### src/rtl/gray_stream_converter_if.sv
// Stream bundle for gray_stream_converter.
//   byte_in/byte_valid/byte_ready : byte-serial R,G,B input (producer -> converter)
//   pix_out/pix_eol/pix_eof/pix_valid/pix_ready : gray pixel output (converter -> consumer)
// Modports: master = the side that produces bytes and consumes pixels; slave = the converter.
interface gray_stream_converter_if;
  logic [7:0] byte_in;
  logic       byte_valid;
  logic       byte_ready;
  logic [7:0] pix_out;
  logic       pix_eol;
  logic       pix_eof;
  logic       pix_valid;
  logic       pix_ready;

  modport master (
    output byte_in, byte_valid, pix_ready,
    input  byte_ready, pix_out, pix_eol, pix_eof, pix_valid
  );

  modport slave (
    input  byte_in, byte_valid, pix_ready,
    output byte_ready, pix_out, pix_eol, pix_eof, pix_valid
  );
endinterface

### src/rtl/gray_stream_converter.sv
// gray_stream_converter: reassembles byte-serial R,G,B pixels and converts each one to 8-bit luma,
// Y = (77R + 150G + 29B) >> 8, delivered through a small output FIFO tagged with end-of-line and
// end-of-frame.
// Optional feature: define GRAY_ROUND_EN to round half up, Y = (S + 128) >> 8; otherwise truncate.
// Ports:
//   clk         single clock, rising edge
//   reset       synchronous, active-high
//   frame_start 1-cycle pulse, arms a new frame (only honoured in IDLE)
//   bus         slave side of gray_stream_converter_if (byte input / pixel output handshakes)
//   frame_done  1-cycle pulse once the frame's last pixel has left the FIFO
//   busy        high whenever the FSM is not IDLE
module gray_stream_converter #(
  parameter int unsigned WIDTH      = 350,
  parameter int unsigned HEIGHT     = 350,
  parameter int unsigned FIFO_DEPTH = 4
) (
  input  logic                    clk,
  input  logic                    reset,
  input  logic                    frame_start,
  gray_stream_converter_if.slave  bus,
  output logic                    frame_done,
  output logic                    busy
);

  localparam int unsigned ColW = (WIDTH > 1) ? $clog2(WIDTH) : 1;
  localparam int unsigned RowW = (HEIGHT > 1) ? $clog2(HEIGHT) : 1;
  localparam int unsigned PtrW = (FIFO_DEPTH > 1) ? $clog2(FIFO_DEPTH) : 1;
  localparam int unsigned CntW = PtrW + 1;

  localparam logic [ColW-1:0] ColLast = ColW'(WIDTH - 1);
  localparam logic [RowW-1:0] RowLast = RowW'(HEIGHT - 1);
  localparam logic [CntW:0]   DepthLim = (CntW + 1)'(FIFO_DEPTH);

  typedef enum logic [1:0] {StIdle, StRun, StDrain} state_e;

  state_e state_q, state_d;

  // Byte capture
  logic [1:0]      phase_q;
  logic [7:0]      r_q, g_q, b_q;
  logic [ColW-1:0] col_q;
  logic [RowW-1:0] row_q;

  // calc stage: all three bytes latched, luma computed from them on the next edge
  logic            calc_valid_q, calc_eol_q, calc_eof_q;
  // pipe stage: registered result, pushed into the FIFO on the next edge
  logic            pipe_valid_q, pipe_eol_q, pipe_eof_q;
  logic [7:0]      pipe_pix_q;

  // FIFO entries are {eof, eol, pix}
  logic [9:0]      mem_q [FIFO_DEPTH];
  logic [PtrW-1:0] wr_ptr_q, rd_ptr_q;
  logic [CntW-1:0] count_q;
  logic [9:0]      head;

  logic            accept, b_accept, last_col, last_pix;
  logic            push, pop, fifo_empty, pipeline_empty;
  logic [CntW:0]   in_flight;
  logic [16:0]     sum, sum_adj;
  logic [7:0]      luma;

  // Handshake and datapath decode
  always_comb begin
    fifo_empty     = (count_q == '0);
    in_flight      = {1'b0, count_q} + {{CntW{1'b0}}, pipe_valid_q};
    // Registers only: pix_ready never reaches byte_ready combinationally.
    bus.byte_ready = (state_q == StRun) && (in_flight < DepthLim);
    accept         = bus.byte_valid && bus.byte_ready;
    b_accept       = accept && (phase_q == 2'd2);
    last_col       = (col_q == ColLast);
    last_pix       = last_col && (row_q == RowLast);
    push           = pipe_valid_q;
    pop            = !fifo_empty && bus.pix_ready;
    pipeline_empty = fifo_empty && !pipe_valid_q && !calc_valid_q;
    busy           = (state_q != StIdle);

    // Max 77*255 + 150*255 + 29*255 = 65280, fits 17 bits even after +128.
    sum = 17'(r_q) * 17'd77 + 17'(g_q) * 17'd150 + 17'(b_q) * 17'd29;
`ifdef GRAY_ROUND_EN
    sum_adj = sum + 17'd128;
`else
    sum_adj = sum;
`endif
    luma = 8'(sum_adj >> 8);
  end

  // FSM next state
  always_comb begin
    state_d    = state_q;
    frame_done = 1'b0;
    unique case (state_q)
      StIdle:  if (frame_start) state_d = StRun;
      StRun:   if (b_accept && last_pix) state_d = StDrain;
      StDrain: begin
        // Both pipeline stages must be empty too, or the last pixel could still be in flight.
        if (pipeline_empty) begin
          state_d    = StIdle;
          frame_done = 1'b1;
        end
      end
      default: state_d = StIdle;
    endcase
  end

  always_ff @(posedge clk) begin
    if (reset) begin
      state_q <= StIdle;
    end else begin
      state_q <= state_d;
    end
  end

  // Byte capture, position counters and the two result stages
  always_ff @(posedge clk) begin
    if (reset) begin
      phase_q      <= 2'd0;
      r_q          <= '0;
      g_q          <= '0;
      b_q          <= '0;
      col_q        <= '0;
      row_q        <= '0;
      calc_valid_q <= 1'b0;
      calc_eol_q   <= 1'b0;
      calc_eof_q   <= 1'b0;
      pipe_valid_q <= 1'b0;
      pipe_pix_q   <= '0;
      pipe_eol_q   <= 1'b0;
      pipe_eof_q   <= 1'b0;
    end else begin
      if (state_q == StIdle && frame_start) begin
        phase_q <= 2'd0;
        col_q   <= '0;
        row_q   <= '0;
      end

      if (accept) begin
        unique case (phase_q)
          2'd0: begin
            r_q     <= bus.byte_in;
            phase_q <= 2'd1;
          end
          2'd1: begin
            g_q     <= bus.byte_in;
            phase_q <= 2'd2;
          end
          default: begin
            b_q     <= bus.byte_in;
            phase_q <= 2'd0;
          end
        endcase
      end

      calc_valid_q <= b_accept;
      if (b_accept) begin
        calc_eol_q <= last_col;
        calc_eof_q <= last_pix;
        if (last_col) begin
          col_q <= '0;
          row_q <= row_q + RowW'(1);
        end else begin
          col_q <= col_q + ColW'(1);
        end
      end

      pipe_valid_q <= calc_valid_q;
      if (calc_valid_q) begin
        pipe_pix_q <= luma;
        pipe_eol_q <= calc_eol_q;
        pipe_eof_q <= calc_eof_q;
      end
    end
  end

  // Output FIFO control. byte_ready keeps count + pipe below depth, so push never overflows.
  always_ff @(posedge clk) begin
    if (reset) begin
      wr_ptr_q <= '0;
      rd_ptr_q <= '0;
      count_q  <= '0;
    end else begin
      if (push) wr_ptr_q <= wr_ptr_q + PtrW'(1);
      if (pop)  rd_ptr_q <= rd_ptr_q + PtrW'(1);
      unique case ({push, pop})
        2'b10:   count_q <= count_q + CntW'(1);
        2'b01:   count_q <= count_q - CntW'(1);
        default: count_q <= count_q;
      endcase
    end
  end

  // Storage needs no reset: outputs are masked while the FIFO is empty.
  always_ff @(posedge clk) begin
    if (push) mem_q[wr_ptr_q] <= {pipe_eof_q, pipe_eol_q, pipe_pix_q};
  end

  always_comb begin
    head          = mem_q[rd_ptr_q];
    bus.pix_valid = !fifo_empty;
    bus.pix_out   = fifo_empty ? 8'd0 : head[7:0];
    bus.pix_eol   = !fifo_empty && head[8];
    bus.pix_eof   = !fifo_empty && head[9];
  end

endmodule

### src/flat_wrapper.sv
// flat-port wrapper written by rule: the top's interface ports become plain ports
module gray_stream_converter_flat 
#(
  parameter int unsigned WIDTH      = 350,
  parameter int unsigned HEIGHT     = 350,
  parameter int unsigned FIFO_DEPTH = 4
)
  (clk, reset, frame_start, frame_done, busy, bus_byte_in, bus_byte_valid, bus_pix_ready, bus_byte_ready, bus_pix_out, bus_pix_eol, bus_pix_eof, bus_pix_valid);
  gray_stream_converter_if bus_i ();
  input  logic clk;
  input  logic reset;
  input  logic frame_start;
  output logic frame_done;
  output logic busy;
  input wire logic [$bits(bus_i.byte_in)-1:0] bus_byte_in;
  input wire logic [$bits(bus_i.byte_valid)-1:0] bus_byte_valid;
  input wire logic [$bits(bus_i.pix_ready)-1:0] bus_pix_ready;
  output wire logic [$bits(bus_i.byte_ready)-1:0] bus_byte_ready;
  output wire logic [$bits(bus_i.pix_out)-1:0] bus_pix_out;
  output wire logic [$bits(bus_i.pix_eol)-1:0] bus_pix_eol;
  output wire logic [$bits(bus_i.pix_eof)-1:0] bus_pix_eof;
  output wire logic [$bits(bus_i.pix_valid)-1:0] bus_pix_valid;
  assign bus_i.byte_in = bus_byte_in;
  assign bus_i.byte_valid = bus_byte_valid;
  assign bus_i.pix_ready = bus_pix_ready;
  assign bus_byte_ready = bus_i.byte_ready;
  assign bus_pix_out = bus_i.pix_out;
  assign bus_pix_eol = bus_i.pix_eol;
  assign bus_pix_eof = bus_i.pix_eof;
  assign bus_pix_valid = bus_i.pix_valid;
  gray_stream_converter #(.WIDTH(WIDTH), .HEIGHT(HEIGHT), .FIFO_DEPTH(FIFO_DEPTH)) u_core (.clk(clk), .reset(reset), .frame_start(frame_start), .bus(bus_i), .frame_done(frame_done), .busy(busy));
endmodule
### config.mk
export PLATFORM = sky130hd
export DESIGN_NAME = gray_stream_converter_flat
export DESIGN_NICKNAME = d
export VERILOG_FILES = /design/src/rtl/gray_stream_converter_if.sv /design/src/rtl/gray_stream_converter.sv /design/src/flat_wrapper.sv
export SDC_FILE = /design/constraint.sdc
export NUM_CORES = 1
export LEC_CHECK = 0
export ABC_AREA = 1
export CAP_MARGIN = 15
export CORE_MARGIN = 2
export CORE_UTILIZATION = 60
export CTS_CLUSTER_DIAMETER = 200
export CTS_CLUSTER_SIZE = 40
export DETAILED_ROUTE_END_ITERATION = 8
export PLACE_DENSITY = 0.78
export SETUP_SLACK_MARGIN = 0.15
export SLEW_MARGIN = 20
export SYNTH_ARGS = -nofsm -noshare
export SYNTH_HDL_FRONTEND = slang
export SYNTH_SLANG_ARGS = --single-unit
### constraint.sdc
create_clock -name clk -period 12.1 [get_ports clk]
set_input_delay 2.42 -clock clk [delete_from_list [all_inputs] [get_ports clk]]
set_output_delay 2.42 -clock clk [all_outputs]
set_load 0.02 [all_outputs]
**Yosys cells after proc, flatten, opt, wreduce, memory -nomap -nowiden**

Memory sizes are Yosys's and may differ from the RTL's. A register that Yosys moved wholly into a read port is not among the register bits.
Cells that the tools add are included.

- Multiplexer cells: 21
- Reduce and logical (&&, ||, !) cells: 26
- Bitwise gates (word level): 1
- Equality and inequality tests: 11
- $mul: 3
- Magnitude comparators: 1
- $add $sub $neg: 9

Operators with widths:

| cell | number |
|---|---|
| 9-bit two-way mux | 6 |
| 8-bit by 7-bit multiplier with 15-bit output, second input constant | 2 |
| 9-bit by 1-bit adder with 9-bit output, second input constant | 2 |
| 9-bit equality test, second input constant | 2 |
| 15-bit by 16-bit adder with 16-bit output | 1 |
| 16-bit by 13-bit adder with 16-bit output | 1 |
| 2-bit two-way mux | 7 |
| 8-bit by 5-bit multiplier with 13-bit output, second input constant | 1 |
| 1-bit logical AND | 11 |
| 8-bit two-way mux | 1 |
| 2-bit nonzero test | 4 |
| 2-bit by 1-bit equality test with 1-bit output, second input constant | 3 |
| 2-bit equality test, second input constant | 3 |
| 2-bit case mux with 3 select lines | 1 |
| 3-bit case mux with 2 select lines | 1 |
| 2-bit AND reduction | 3 |
| 2-bit by 1-bit adder with 2-bit output, second input constant | 2 |
| 3-bit by 1-bit adder with 4-bit output | 1 |
| 2-bit zero test | 2 |
| 4-bit by 3-bit less-than comparator with 1-bit output, second input constant | 1 |
| 1-bit two-way mux | 4 |
| 2-bit != test, second input constant | 2 |
| 2-bit case mux with 2 select lines | 1 |
| 3-bit by 1-bit adder with 3-bit output, second input constant | 1 |
| 7 further kinds | 9 |

- Logic and storage cells: 90
- Output and inout bits: 14
- Memories kept: 1
- Register bits after elaboration: 67
- Input bits: 13
- RAM bits: 40

Memory list:

| name | words | width | rd ports | clocked after Yosys merged registers in | wr ports | RTL line | RTL |
|---|---|---|---|---|---|---|---|
| u_core.mem_q | 4 | 10 | 1 | 1 | 1 | gray_stream_converter.sv:51 | `logic [9:0] mem_q [FIFO_DEPTH];` |

**Logic depth before layout (Yosys ltp)**

- Word-level depth: 8
- Mapped depth: 29
- Mapped depth without buffers: 29

**Least setup slack after synthesis**

Ideal clock, no wire load.

- Kind: flip-flop to flip-flop
- From: register u_core.g_q[5]
- To: register u_core.pipe_pix_q[5]
- Setup slack: 6362 ps
- Data arrival time: 5622 ps
- Clock period less this slack: 5738 ps
- Library setup time: 115 ps
- Required time: 11985 ps
- Cell stages (with the launch flop): 28
- Buffers on the path: 0
- Path through: dfxtp_1 ha_1 ha_1 ha_1 inv_1 fa_1 inv_1 ha_1 a21o_1 a31oi_1 xnor2_1 fa_1 fa_1 inv_1 fa_1 fa_1 inv_1 ha_1 nand2_1 nand2_1 inv_1 o21ai_0 nand2_1 nand3_1 nand2_1 nand2_1 o21ai_0 inv_1

- Longest elaborated chain between the ends: 3

Ends and longest elaborated chain:

| what | RTL line | RTL |
|---|---|---|
| start: declaration | gray_stream_converter.sv:40 | `logic [7:0] r_q, g_q, b_q;` |
| start signal: assignment | gray_stream_converter.sv:143 | `g_q <= bus.byte_in;` |
| 8-bit by 7-bit multiplier with 15-bit output | gray_stream_converter.sv:78 | `sum = 17'(r_q) * 17'd77 + 17'(g_q) * 17'd150 + 17'(b_q) * 17'd29;` |
| 15-bit by 16-bit adder with 16-bit output | gray_stream_converter.sv:78 |  |
| 16-bit by 13-bit adder with 16-bit output | gray_stream_converter.sv:78 |  |
| end signal: assignment | gray_stream_converter.sv:167 | `pipe_pix_q <= luma;` |
| end: declaration | gray_stream_converter.sv:48 | `logic [7:0] pipe_pix_q;` |

No other way between the ends.
A chain may end at the register's enable or synchronous reset.

**Worst setup path in the final report**

- From: register u_core.g_q[5]
- To: register u_core.pipe_pix_q[6]

The elaborated chain is that of the path after synthesis.

==> results.md <==
- Die height: 118 µm
- CP required: 12.35 ns
- First-pass GRT wire length: ~26 mm
- Final Hold Vio Count: 0
- CTS Hold Buffers Added: 0
- Largest net degree at the start of global routing: 45
- Post-synthesis compound-gate area fraction: a little over a tenth
- Switching share of total power: between 20% and 30%
- Cell internal pwr: 0.593 mW
- Tcrit/Tclk final: 50.9%
- FF+latch count, synth: 109
- Final min period: 6.16 ns
- CP Max Fanout: 6
- Worst slew pin tran: between 0.7 and 0.8 ns
- Nets@finish: about 1,100
- DRT iter0 DRCs: roughly 330
- Critical Path AT: ~6.4 ns
- Full die area: between 10,000 and 15,000 µm²
- N_diodes: 0
- Crit start category: flop
- EDFF count, synth: 40
- VDD IR max: roughly 100 µV
- Postcts setup bufs: 0
- Vias in the first global route: roughly 5,700
- Simple-Gate Fraction of Synth Area: around 16%
- IO Pins: 27
- Mux contribution to synthesized area: 0%
- Hold crit path type: reg -> reg
- Port-buffer cells: 26
- Root Buffer: clkbuf_16
- Cells after Synth: approximately 920
- Yosys top cell area share: around 18%
- Share of cells above drive strength 1: under 10%
- Max Fclk: ~160 MHz
- Clk pin slew, worst setup/hold paths: 0.08 ns
- Status: finished clean
- Place WS: 5.97 ns
- Initial Utilization: roughly three fifths
- Avg Synthesized Cell Area: approximately 8.5 µm²
- Grt ovf: 0
- Switch Pwr: around 0.25 mW
- Synth-to-Final Area Change: 9.32%
- Final WS setup: between 5 and 6 ns
- Max Cap Violations: 0
- DRC violations left: 0
- Post-synthesis xor/xnor area fraction: 1.57%
- Core Util, Final: between 60% and 70%
- Crit Path Class: reg -> reg
- Reg power frac: 46.4%
- CTS Sinks: ~110
- Synth cell types: 33
- Core Region: 12,700 µm²
- Power per Cell Area: 99.3 nW/µm²
- Comb pwr share: a little under a fifth
- FP Rows: 41
- # H-tree levels: 3
- Total power after layout: ~0.85 mW
- GP Congestion: 0.887
- Clk Latency, worst-skew pair: 0.35 ns
- Drt first pass iters: 4
- Yosys warnings: 0
- Post-CTS Resized: 0
- Endpoint type of the worst setup path: flop
- DRT antenna net count: 0
- Slew margin rel.: around half
- Via density: approximately 5.1
- Sequential element share of the synthesized area: 33.1%
- Clock network fraction of design power: 35.2%
- Clk_skew: roughly 0.010 ns
- Initial antenna violation count: 0
- Max-slew violations: 0
- Top post-synthesis cells by area: dfxtp_1, edfxtp_1, ha_1, fa_1, inv_1
- WHS: between 0.4 and 0.5 ns
- Inserted Clock Buffers: 9
- Total global-route track usage: about 23%
- Syn_nets: ~1,100
- Leak: 4.15 nW
- Setup violators final: 0
- TNS Setup: 0 ns
- Post-synthesis adder-cell area fraction: 29.3%
- Half-perimeter wire length after placement: approximately 12 mm
- Fillers: between 1,000 and 1,500
- Largest family of logic cells by synthesized area: adder cells
- Post-synth ARST share: 0%
- Routed wire per std cell: approximately 13 µm
- Die X: roughly 120 µm
- CTS tree: done
- Cell taking the most area after synthesis: dfxtp_1
- CTS Buffer Depth: 2
- Post-synthesis cell area: approximately 8000 µm²
- RSZ-0062 raised after global routing: false
- Top FF cell, synth: dfxtp_1
- Total Routed Length: roughly 15 mm
- Via count: approximately 5,700
## cell families (layout without fill, tap and decap cells)
logic type	count (synthesis)	after routing
simple gates	290	290
buf+inv	196	222
compound gates	163	163
fa+ha+maj	149	149
flops	109	109
xor+xnor	14	14
## cells in the final DEF (no fill, tap or decap), types with 2 or more instances in the layout
master / count
xor2_1: 8
a21oi_1: 78
clkdlybuf4s50_1: 26
xnor2_1: 6
and3_1: 2
nand2_1: 131
ha_1: 93
a21o_1: 2
nor3_1: 7
nand4_1: 7
nand3_1: 34
a31oi_1: 5
clkbuf_16: 9
buf_4: 3
clkinv_8: 2
clkinv_4: 2
o21bai_1: 3
fa_1: 56
dfxtp_1: 69
nor4_1: 2
a211oi_1: 2
inv_1: 175
nor2_1: 100
nor2_4: 2
edfxtp_1: 40
o21ai_0: 71
## state kept, by name (all words and copies together) (netlist names), 3 cells and up, named ones only
signal	flops
u_core.count_q	3
u_core.g_q	8
u_core.col_q	9
u_core.b_q	8
u_core.mem_q	40
u_core.row_q	9
u_core.r_q	8
u_core.pipe_pix_q	8
## Yosys cell counts (3+ instances only)
| library cell | instances |
|---|---|
| a31oi_1 | 5 |
| nor3_1 | 7 |
| a21oi_1 | 78 |
| nand4_1 | 7 |
| o21ai_0 | 71 |
| dfxtp_1 | 69 |
| ha_1 | 93 |
| buf_2 | 3 |
| xnor2_1 | 6 |
| nand3_1 | 34 |
| edfxtp_1 | 40 |
| o21bai_1 | 3 |
| inv_1 | 175 |
| nand2_1 | 131 |
| clkbuf_1 | 15 |
| xor2_1 | 8 |
| nor2_1 | 100 |
| fa_1 | 56 |
## layout make-up
class / count / area [µm²] / area share, %
Multi-Input combinational cell: 616 / 4470 / 52.4
Inverter: 177 / 664 / 7.79
Clock buffer: 9 / 225 / 2.64
Clock inverter: 7 / 86.3 / 1.01
Timing Repair Buffer: 29 / 283 / 3.32
Tap cell: 172 / 215 / 2.52
Sequential cell: 109 / 2580 / 30.3
## through the flow
step	cells	instance area, µm²
global route	1119	8530
CTS	1119	8530
finish	1119	8530
global placement	1103	8220
floorplan	921	7800
detailed placement	1103	8220
## per-layer routing
| layer | global-route usage [%] | wire (µm) | vias up |
|---|---|---|---|
| li1 | - | - | 2999 |
| met1 | 30.5 | 7310 | 2636 |
| met2 | 38.1 | 7070 | 78 |
| met3 | 3.39 | 400 | 22 |
| met4 | 6.48 | 246 | 0 |
| met5 | 0 | 0 | - |
## critical path: stages (launching register included)
cell	delay, ns
dfxtp_1	0.44
ha_1	0.29
ha_1	0.29
ha_1	0.28
inv_1	0.05
fa_1	0.49
inv_1	0.04
ha_1	0.37
a21o_1	0.20
a31oi_1	0.19
xnor2_1	0.16
fa_1	0.46
fa_1	0.51
inv_1	0.05
fa_1	0.46
fa_1	0.55
inv_1	0.04
ha_1	0.35
nand2_1	0.12
nor4_1	0.32
nand2_1	0.12
nand3_1	0.08
nand2_1	0.05
nor2_1	0.11
nor2_1	0.04
## power by group through the flow
stage | clock network, mW | registers, mW | logic [mW]
after floorplan | 0 | 0.396 | 0.111
after global placement | 0 | 0.401 | 0.153
after detailed placement | 0 | 0.401 | 0.156
after CTS | 0.304 | 0.393 | 0.157
after global routing | 0.316 | 0.394 | 0.177
final | 0.299 | 0.393 | 0.156
## worst paths after layout
check,from,to,slack [ns],depth (start not counted)
worst max-delay path,u_core.g_q[5]$_SDFFE_PP0P_,u_core.pipe_pix_q[6]$_SDFFE_PP0P_,5.94,24
worst min-delay path,u_core.rd_ptr_q[1]$_SDFFE_PP0P_,u_core.rd_ptr_q[1]$_SDFFE_PP0P_,0.47,2
worst max register to register,u_core.g_q[5]$_SDFFE_PP0P_,u_core.pipe_pix_q[6]$_SDFFE_PP0P_,5.94,24
worst min register to register,u_core.rd_ptr_q[1]$_SDFFE_PP0P_,u_core.rd_ptr_q[1]$_SDFFE_PP0P_,0.47,2
No activity file was read; power rests on OpenSTA's default activity.
